$ cat src/rtl/pcie_flow_pkg.sv
// Shared types for the PCIE VC flow controller: state encodings and widths.
// Latency: n/a (types and constants only).
// Backpressure: n/a.
package pcie_flow_pkg;

    localparam int STATE_W    = 3;
    localparam int NUM_VC_DEF = 4;

    typedef enum logic [STATE_W-1:0] {
        ST_RESET  = 3'd0,
        ST_INIT   = 3'd1,
        ST_IDLE   = 3'd2,
        ST_ACTIVE = 3'd3,
        ST_ERROR  = 3'd4
    } state_e;

    // IDLE and ACTIVE are the only states where traffic flows and errors are detected.
    function automatic logic in_service(state_e s);
        return (s == ST_IDLE) || (s == ST_ACTIVE);
    endfunction

endpackage

$ cat src/rtl/pcie_flow_ctrl_if.sv
// Bundle between the flow controller, the FIFO bank and the host/test side.
// Latency: wires only.
// Backpressure: carries sink_ready/push_allow; no buffering here.
interface pcie_flow_ctrl_if
    import pcie_flow_pkg::*;
#(
    parameter int UMBRAL_W = 8,
    parameter int NUM_VC   = NUM_VC_DEF,
    parameter int CNT_W    = 16
);
    logic                       init;
    logic [UMBRAL_W-1:0]        umbral_L_in;
    logic [UMBRAL_W-1:0]        umbral_H_in;
    logic                       push_in;
    logic [NUM_VC-1:0]          fifo_full;
    logic [NUM_VC-1:0]          fifo_empty;
    logic [NUM_VC*UMBRAL_W-1:0] fifo_count;
    logic [NUM_VC-1:0]          sink_ready;
    logic                       req;
    logic [2:0]                 idx;

    logic [NUM_VC-1:0]          pop;
    logic                       push_allow;
    logic [UMBRAL_W-1:0]        umbral_L;
    logic [UMBRAL_W-1:0]        umbral_H;
    logic [STATE_W-1:0]         state;
    logic                       active_out;
    logic                       idle_out;
    logic                       error_out;
    logic [CNT_W-1:0]           count_out;
    logic                       count_valid;

    modport master (
        output init, umbral_L_in, umbral_H_in, push_in, fifo_full, fifo_empty,
               fifo_count, sink_ready, req, idx,
        input  pop, push_allow, umbral_L, umbral_H, state, active_out, idle_out,
               error_out, count_out, count_valid
    );

    modport slave (
        input  init, umbral_L_in, umbral_H_in, push_in, fifo_full, fifo_empty,
               fifo_count, sink_ready, req, idx,
        output pop, push_allow, umbral_L, umbral_H, state, active_out, idle_out,
               error_out, count_out, count_valid
    );

endinterface

$ cat src/rtl/pcie_flow_ctrl_rr_arbiter.sv
// Round-robin grant over N requesters, searching from a rotating pointer.
// Latency: grant is combinational; pointer advances on the granting edge.
// Backpressure: only eligible (non-empty and sink-ready) channels can win.
module rr_arbiter #(
    parameter int N = 4
) (
    input  logic         clk,
    input  logic         reset,
    input  logic [N-1:0] eligible,
    input  logic         enable,
    output logic [N-1:0] grant
);
    localparam int PTR_W = (N > 1) ? $clog2(N) : 1;

    logic [PTR_W-1:0] ptr_q;
    logic [PTR_W-1:0] ptr_d;
    logic [PTR_W-1:0] cand;
    logic             found;

    always_comb begin
        grant = '0;
        ptr_d = ptr_q;
        found = 1'b0;
        cand  = '0;
        for (int i = 0; i < N; i++) begin
            cand = PTR_W'((int'(ptr_q) + i) % N);
            if (enable && !found && eligible[cand]) begin
                found       = 1'b1;
                grant[cand] = 1'b1;
                ptr_d       = PTR_W'((int'(cand) + 1) % N);
            end
        end
    end

    always_ff @(posedge clk or posedge reset) begin
        if (reset) begin
            ptr_q <= '0;
        end else begin
            ptr_q <= ptr_d;
        end
    end

endmodule

$ cat src/rtl/pcie_flow_ctrl.sv
// Flow-control FSM for the PCIE VC datapath; optional pop statistics under FLOW_CTRL_STATS_EN.
// Latency: pop is combinational; state, thresholds, push_allow and stats reads are registered.
// Backpressure: pops only to sink_ready channels; push_allow drops at umbral_H, returns at umbral_L.
module pcie_flow_ctrl
    import pcie_flow_pkg::*;
#(
    parameter int UMBRAL_W = 8,
    parameter int NUM_VC   = NUM_VC_DEF,
    parameter int CNT_W    = 16
) (
    input  logic            clk,
    input  logic            reset,
    pcie_flow_ctrl_if.slave bus
);
    state_e              state_q;
    state_e              state_d;
    logic [UMBRAL_W-1:0] umb_l_q;
    logic [UMBRAL_W-1:0] umb_h_q;
    logic                push_allow_q;
    logic                err_evt;
    logic                any_ge;
    logic                all_le;
    logic [NUM_VC-1:0]   eligible;
    logic [NUM_VC-1:0]   grant;

    assign err_evt  = in_service(state_q) && bus.push_in && (|bus.fifo_full);
    assign eligible = ~bus.fifo_empty & bus.sink_ready;

    always_comb begin
        state_d = state_q;
        case (state_q)
            ST_RESET:  state_d = ST_INIT;
            ST_INIT: begin
                if (!bus.init) state_d = (umb_l_q >= umb_h_q) ? ST_ERROR : ST_IDLE;
            end
            ST_IDLE, ST_ACTIVE: begin
                if (err_evt)                                     state_d = ST_ERROR;
                else if (bus.init)                               state_d = ST_INIT;
                else if (state_q == ST_IDLE && !(&bus.fifo_empty)) state_d = ST_ACTIVE;
                else if (state_q == ST_ACTIVE && (&bus.fifo_empty)) state_d = ST_IDLE;
            end
            ST_ERROR: begin
                if (bus.init) state_d = ST_INIT;
            end
            default:   state_d = ST_RESET;
        endcase
    end

    // Hysteresis inputs: any channel at/above high, every channel at/below low.
    always_comb begin
        any_ge = 1'b0;
        all_le = 1'b1;
        for (int i = 0; i < NUM_VC; i++) begin
            if (bus.fifo_count[i*UMBRAL_W +: UMBRAL_W] >= umb_h_q) any_ge = 1'b1;
            if (bus.fifo_count[i*UMBRAL_W +: UMBRAL_W] >  umb_l_q) all_le = 1'b0;
        end
    end

    always_ff @(posedge clk or posedge reset) begin
        if (reset) begin
            state_q      <= ST_RESET;
            umb_l_q      <= '0;
            umb_h_q      <= '0;
            push_allow_q <= 1'b0;
        end else begin
            state_q <= state_d;
            if (bus.init && state_d == ST_INIT) begin
                umb_l_q <= bus.umbral_L_in;
                umb_h_q <= bus.umbral_H_in;
            end
            if (!in_service(state_d)) push_allow_q <= 1'b0;
            else if (any_ge)          push_allow_q <= 1'b0;
            else if (all_le)          push_allow_q <= 1'b1;
        end
    end

    rr_arbiter #(.N(NUM_VC)) u_arb (
        .clk      (clk),
        .reset    (reset),
        .eligible (eligible),
        .enable   (state_q == ST_ACTIVE),
        .grant    (grant)
    );

`ifdef FLOW_CTRL_STATS_EN
    logic [CNT_W-1:0] pop_cnt_q [NUM_VC];
    logic [CNT_W-1:0] rd_dat;
    logic [CNT_W-1:0] count_out_q;
    logic             count_valid_q;

    always_comb begin
        rd_dat = '0;
        for (int i = 0; i < NUM_VC; i++) begin
            if (int'(bus.idx) == i) rd_dat = pop_cnt_q[i];
        end
    end

    // Counters restart whenever the block is (re)initialized; clear wins over a same-edge pop.
    always_ff @(posedge clk or posedge reset) begin
        if (reset) begin
            for (int i = 0; i < NUM_VC; i++) pop_cnt_q[i] <= '0;
            count_out_q   <= '0;
            count_valid_q <= 1'b0;
        end else begin
            for (int i = 0; i < NUM_VC; i++) begin
                if (state_d == ST_INIT)                     pop_cnt_q[i] <= '0;
                else if (grant[i] && pop_cnt_q[i] != '1)    pop_cnt_q[i] <= pop_cnt_q[i] + CNT_W'(1);
            end
            count_valid_q <= bus.req;
            count_out_q   <= bus.req ? rd_dat : '0;
        end
    end

    assign bus.count_out   = count_out_q;
    assign bus.count_valid = count_valid_q;
`else
    logic unused_stats;
    assign unused_stats    = ^{bus.req, bus.idx};
    assign bus.count_out   = '0;
    assign bus.count_valid = 1'b0;
`endif

    assign bus.pop        = grant;
    assign bus.push_allow = push_allow_q;
    assign bus.umbral_L   = umb_l_q;
    assign bus.umbral_H   = umb_h_q;
    assign bus.state      = state_q;
    assign bus.active_out = (state_q == ST_ACTIVE);
    assign bus.idle_out   = (state_q == ST_IDLE);
    assign bus.error_out  = (state_q == ST_ERROR);

endmodule

$ cat src/flat_wrapper.sv
// flat-port wrapper written by rule: the top's interface ports become plain ports
module pcie_flow_ctrl_flat import pcie_flow_pkg::*;
#(
    parameter int UMBRAL_W = 8,
    parameter int NUM_VC   = NUM_VC_DEF,
    parameter int CNT_W    = 16
)
  (clk, reset, bus_init, bus_umbral_L_in, bus_umbral_H_in, bus_push_in, bus_fifo_full, bus_fifo_empty, bus_fifo_count, bus_sink_ready, bus_req, bus_idx, bus_pop, bus_push_allow, bus_umbral_L, bus_umbral_H, bus_state, bus_active_out, bus_idle_out, bus_error_out, bus_count_out, bus_count_valid);
  pcie_flow_ctrl_if #(.UMBRAL_W(UMBRAL_W), .NUM_VC(NUM_VC), .CNT_W(CNT_W)) bus_i ();
  input  logic clk;
  input  logic reset;
  input wire logic [$bits(bus_i.init)-1:0] bus_init;
  input wire logic [$bits(bus_i.umbral_L_in)-1:0] bus_umbral_L_in;
  input wire logic [$bits(bus_i.umbral_H_in)-1:0] bus_umbral_H_in;
  input wire logic [$bits(bus_i.push_in)-1:0] bus_push_in;
  input wire logic [$bits(bus_i.fifo_full)-1:0] bus_fifo_full;
  input wire logic [$bits(bus_i.fifo_empty)-1:0] bus_fifo_empty;
  input wire logic [$bits(bus_i.fifo_count)-1:0] bus_fifo_count;
  input wire logic [$bits(bus_i.sink_ready)-1:0] bus_sink_ready;
  input wire logic [$bits(bus_i.req)-1:0] bus_req;
  input wire logic [$bits(bus_i.idx)-1:0] bus_idx;
  output wire logic [$bits(bus_i.pop)-1:0] bus_pop;
  output wire logic [$bits(bus_i.push_allow)-1:0] bus_push_allow;
  output wire logic [$bits(bus_i.umbral_L)-1:0] bus_umbral_L;
  output wire logic [$bits(bus_i.umbral_H)-1:0] bus_umbral_H;
  output wire logic [$bits(bus_i.state)-1:0] bus_state;
  output wire logic [$bits(bus_i.active_out)-1:0] bus_active_out;
  output wire logic [$bits(bus_i.idle_out)-1:0] bus_idle_out;
  output wire logic [$bits(bus_i.error_out)-1:0] bus_error_out;
  output wire logic [$bits(bus_i.count_out)-1:0] bus_count_out;
  output wire logic [$bits(bus_i.count_valid)-1:0] bus_count_valid;
  assign bus_i.init = bus_init;
  assign bus_i.umbral_L_in = bus_umbral_L_in;
  assign bus_i.umbral_H_in = bus_umbral_H_in;
  assign bus_i.push_in = bus_push_in;
  assign bus_i.fifo_full = bus_fifo_full;
  assign bus_i.fifo_empty = bus_fifo_empty;
  assign bus_i.fifo_count = bus_fifo_count;
  assign bus_i.sink_ready = bus_sink_ready;
  assign bus_i.req = bus_req;
  assign bus_i.idx = bus_idx;
  assign bus_pop = bus_i.pop;
  assign bus_push_allow = bus_i.push_allow;
  assign bus_umbral_L = bus_i.umbral_L;
  assign bus_umbral_H = bus_i.umbral_H;
  assign bus_state = bus_i.state;
  assign bus_active_out = bus_i.active_out;
  assign bus_idle_out = bus_i.idle_out;
  assign bus_error_out = bus_i.error_out;
  assign bus_count_out = bus_i.count_out;
  assign bus_count_valid = bus_i.count_valid;
  pcie_flow_ctrl #(.UMBRAL_W(UMBRAL_W), .NUM_VC(NUM_VC), .CNT_W(CNT_W)) u_core (.clk(clk), .reset(reset), .bus(bus_i));
endmodule
$ cat config.mk
export PLATFORM = sky130hd
export DESIGN_NAME = pcie_flow_ctrl_flat
export DESIGN_NICKNAME = d
export VERILOG_FILES = /design/src/rtl/pcie_flow_pkg.sv /design/src/rtl/pcie_flow_ctrl_if.sv /design/src/rtl/pcie_flow_ctrl_rr_arbiter.sv /design/src/rtl/pcie_flow_ctrl.sv /design/src/flat_wrapper.sv
export SDC_FILE = /design/constraint.sdc
export NUM_CORES = 1
export LEC_CHECK = 0
export CAP_MARGIN = 40
export CORE_MARGIN = 2
export CORE_UTILIZATION = 50
export CTS_CLUSTER_DIAMETER = 40
export DETAILED_ROUTE_END_ITERATION = 8
export PLACE_DENSITY_LB_ADDON = 0.08
export SYNTH_ARGS = -nofsm -noshare
export SYNTH_HDL_FRONTEND = slang
export SYNTH_HIERARCHICAL = 1
export SYNTH_SLANG_ARGS = --single-unit
$ cat constraint.sdc
create_clock -name clk -period 4.4 [get_ports clk]
set_input_delay 0.66 -clock clk [delete_from_list [all_inputs] [get_ports clk]]
set_output_delay 0.66 -clock clk [all_outputs]
set_load 0.1 [all_outputs]
==> metrics.csv <==
stage,metric,value,unit
detailed_routing,routed vias/inst,5.550,
placed_design,hpwl dp,6696,um
final_layout,"Area growth, synth to finish",42.20,%
sta,Fin. Hold Viols,0,
power_and_ir_drop,switching pwr,1.715,mW
detailed_routing,Routed Antenna Nets,0,
sta,Slew @ Worst Pin,0.7497,ns
power_and_ir_drop,logic gate share of total power,0.819,
job,Max Cap Viol,0,
final_layout,Filler cells,465,
cts,"Gates resized, CTS repair",0,
yosys,Post-synth EDFFs,0,
yosys,synth unique cells,57,
yosys,top_reg_cell synth,dfrtp_1,
placed_design,GP Congestion,0.8479,
yosys,ranking of synthesized cells by area,"ha_1 31%, dfrtp_1 18%, mux2_4 4.9%, a21oi_1 4.4%, buf_4 4.1%",
cts,Worst-path clk slew,0.07,ns
global_route,largest net degree at the start of global routing,21,
yosys,number of synthesis warnings,6,
global_route,vias in the first global route,2733,
sta,fin crit share,0.7887,
sta,final setup TNS,0,ns
worst_setup_path,Critical Path Fanout Max,6,
cts,H-tree levels,1,
cts,clock sink total,22,
placed_design,Area after DPL,0.004334,mm^2
power_and_ir_drop,Leakage,2.095,nW
sta,final worst slack,0.9297,ns
floorplanning,Rows,28,
worst_setup_path,Critical Path RT,3.74,ns
detailed_routing,DR DRC count,0,
sta,fmax,288.2,MHz
hold_path,HP Class,register to register,
power_and_ir_drop,Pwr Density,709.1,mW/mm^2
power_and_ir_drop,Peak VDD IR,645.2,uV
floorplanning,Top Ports,112,
detailed_routing,vias,2825,
floorplanning,Initial Util,0.5183,
placed_design,PortBufs,90,
yosys,Synth async-reset ratio,1.000,
cts,TritonCTS clock tree,built,
placed_design,Place WS,0.9235,ns
global_route,Tot GR Track Use,0.2362,
final_layout,Final nets,579,
yosys,biggest area consumer among synthesized cells,ha_1,
floorplanning,die area,0.006818,mm^2
cts,"Clk Latency, worst-skew pair",0.26,ns
power_and_ir_drop,Clk pwr share,0.045,
final_layout,fin util,0.7370,
final_layout,Ant. Diodes,0,
sta,# setup viols final,0,
yosys,syn_area_per_cell,9.556,um^2
final_layout,share of cells above drive strength 1,0.1498,
yosys,sequential area share after synthesis,0.1784,
detailed_routing,Iter 0 DRT Violations,144,
floorplanning,Core Box Area,0.005956,mm^2
global_route,global-route wire length before repair,12600,um
cts,Root Driver,clkbuf_8,
worst_setup_path,CP Class,primary input to output pin,
detailed_routing,Detailed Routing Iterations Pass 1,5,
power_and_ir_drop,Pint,1.397,mW
floorplanning,Die Ht,82.57,um
yosys,Yosys reg bits,22,
worst_setup_path,"Data arrival, critical path",2.81,ns
sta,final slew viol count,0,
power_and_ir_drop,power share of the sequential group,0.136,
sta,Final Critical Period,3.470,ns
cts,CTS Hold Bufs,0,
floorplanning,Die W,82.57,um
status,outcome,finished clean,
cts,Post-CTS Setup Bufs,0,
yosys,cell count after synthesis,323,
worst_setup_path,CP Capture Type,output pin,
sta,Rel. slew slack,0.4996,
final_layout,Final Cell Area,0.004389,mm^2
global_route,initial antenna violation count,0,
sta,RSZ-0062 raised after global routing,no,
global_route,gr ovfl total,0,
sta,Setup Skew,0.001482,ns
power_and_ir_drop,Sw Ratio,0.5511,
worst_setup_path,Worst setup SP type,primary input,
cts,CTS max path bufs,2,
power_and_ir_drop,Overall Power,3.112,mW
detailed_routing,final wirelength,7857,um
detailed_routing,WL/cell,15.44,um
yosys,share of the synthesized area in the top cell type,0.3081,
yosys,Mapped Area,0.003087,mm^2
cts,Num CTS Buffers,3,
==> registers in the layout (all words and copies together), names as in the netlist <==
signal                 flops
u_core/u_arb/ptr_q         2
u_core/bus.umbral_H        8
u_core/bus.state           3
u_core/bus.push_allow      1
u_core/bus.umbral_L        8
==> per-layer routing <==
layer | global-route usage | vias up | share of wire
li1 | - | 1416 | -
met1 | 0.3201 | 1308 | 0.44
met2 | 0.4194 | 99 | 0.50
met3 | 0.02826 | 2 | 0.054
met4 | 0.01967 | 0 | 0.0015
met5 | 0 | - | 0
==> stage by stage <==
stage	std cells	hold slack [ns]
5_1_grt	509	0.5652
3_3_place_gp	482	0.5161
2_1_floorplan	339	0.4012
6_report	509	0.5383
4_1_cts	509	0.5385
3_5_place_dp	505	0.5245
==> critical path: stages <==
cell,delay [ns]
clkdlybuf4s50_1,0.41
nor2b_1,0.18
mux4_2,0.55
nor2b_1,0.19
a22o_1,0.18
a222oi_1,0.31
inv_1,0.09
buf_4,0.24
==> power groups by stage <==
stage / clock network [mW] / registers [mW] / logic (mW)
floorplan: 0 / 0.972 / 1.17
finish: 0.140 / 0.424 / 2.55
global route: 0.154 / 0.446 / 2.74
detailed placement: 0 / 0.428 / 2.52
global placement: 0 / 0.427 / 2.16
CTS: 0.144 / 0.425 / 2.54
==> synth_stat cells (4+ instances only) <==
master    count
nor2_1        8
o22ai_1       4
a21o_1        5
o21ai_0       5
ha_1         76
nor2b_1      11
nor3_1        5
buf_4        17
a21oi_1      27
nand4_1      12
nand2b_1      6
nand2_1       9
dfrtp_1      22
inv_1        28
o211ai_1      6
mux2_2        7
nand3_1      12
mux2_4       10
mux4_2        4
==> final cells by class <==
type / count / area [um^2] / share of cell area
inverters: 29 / 108.9 / 0.02480
repair buffers: 113 / 1261 / 0.2873
clock buffers: 4 / 55.05 / 0.01254
multi-input cells: 266 / 2320 / 0.5285
flip-flops and latches: 22 / 550.5 / 0.1254
well taps: 75 / 93.84 / 0.02138
==> cell usage in the layout (no fill, tap or decap), drive strengths merged, types with 3 or more instances in the layout <==
master	Yosys	final
dfrtp	22	22
nand2b	6	6
inv	29	29
o21ai	6	6
clkdlybuf4s50	0	86
a22o	4	4
nand4	12	12
mux4	4	4
nor3	5	5
a21oi	27	27
mux2	17	17
ha	76	76
conb	1	17
nor2	8	8
nand3	12	12
a21o	5	5
nand2	10	10
a222oi	3	3
o22ai	4	4
o211ai	6	6
clkbuf	1	4
buf	21	27
nor2b	11	11
==> final timing paths <==
path                                                          from                                  to  slack, ns  depth (start not counted)
worst max-delay path                             bus_sink_ready[2]                          bus_pop[0]       0.93                          8
worst min-delay path            u_core/bus.umbral_H[7]$_DFFE_PP0P_  u_core/bus.umbral_H[7]$_DFFE_PP0P_       0.54                          1
worst max register to register       u_core/bus.state[2]$_DFF_PP0_   u_core/u_arb/ptr_q[1]$_DFFE_PP0P_       2.07                          7
worst min register to register  u_core/bus.umbral_H[7]$_DFFE_PP0P_  u_core/bus.umbral_H[7]$_DFFE_PP0P_       0.54                          1
max in group asynchronous                                    reset  u_core/bus.umbral_H[4]$_DFFE_PP0P_       3.06                          2
min in group asynchronous                                    reset   u_core/u_arb/ptr_q[1]$_DFFE_PP0P_       0.58                          2
==> cells by family (layout without fill, tap and decap cells) <==
family / count (synthesis) / in the layout / share of synthesized area
AOI/OAI and AO/OA: 74 / 74 / 0.1723
xor gates and xnor gates: 1 / 1 / 0.002838
adders and majority gates: 76 / 76 / 0.3081
buffers and inverters: 51 / 146 / 0.09039
DFF: 22 / 22 / 0.1784
muxes: 23 / 23 / 0.1099
other: 1 / 17 / 0.001215
and+or+nand+nor: 75 / 75 / 0.1370
(Power assumes the default switching activity.)
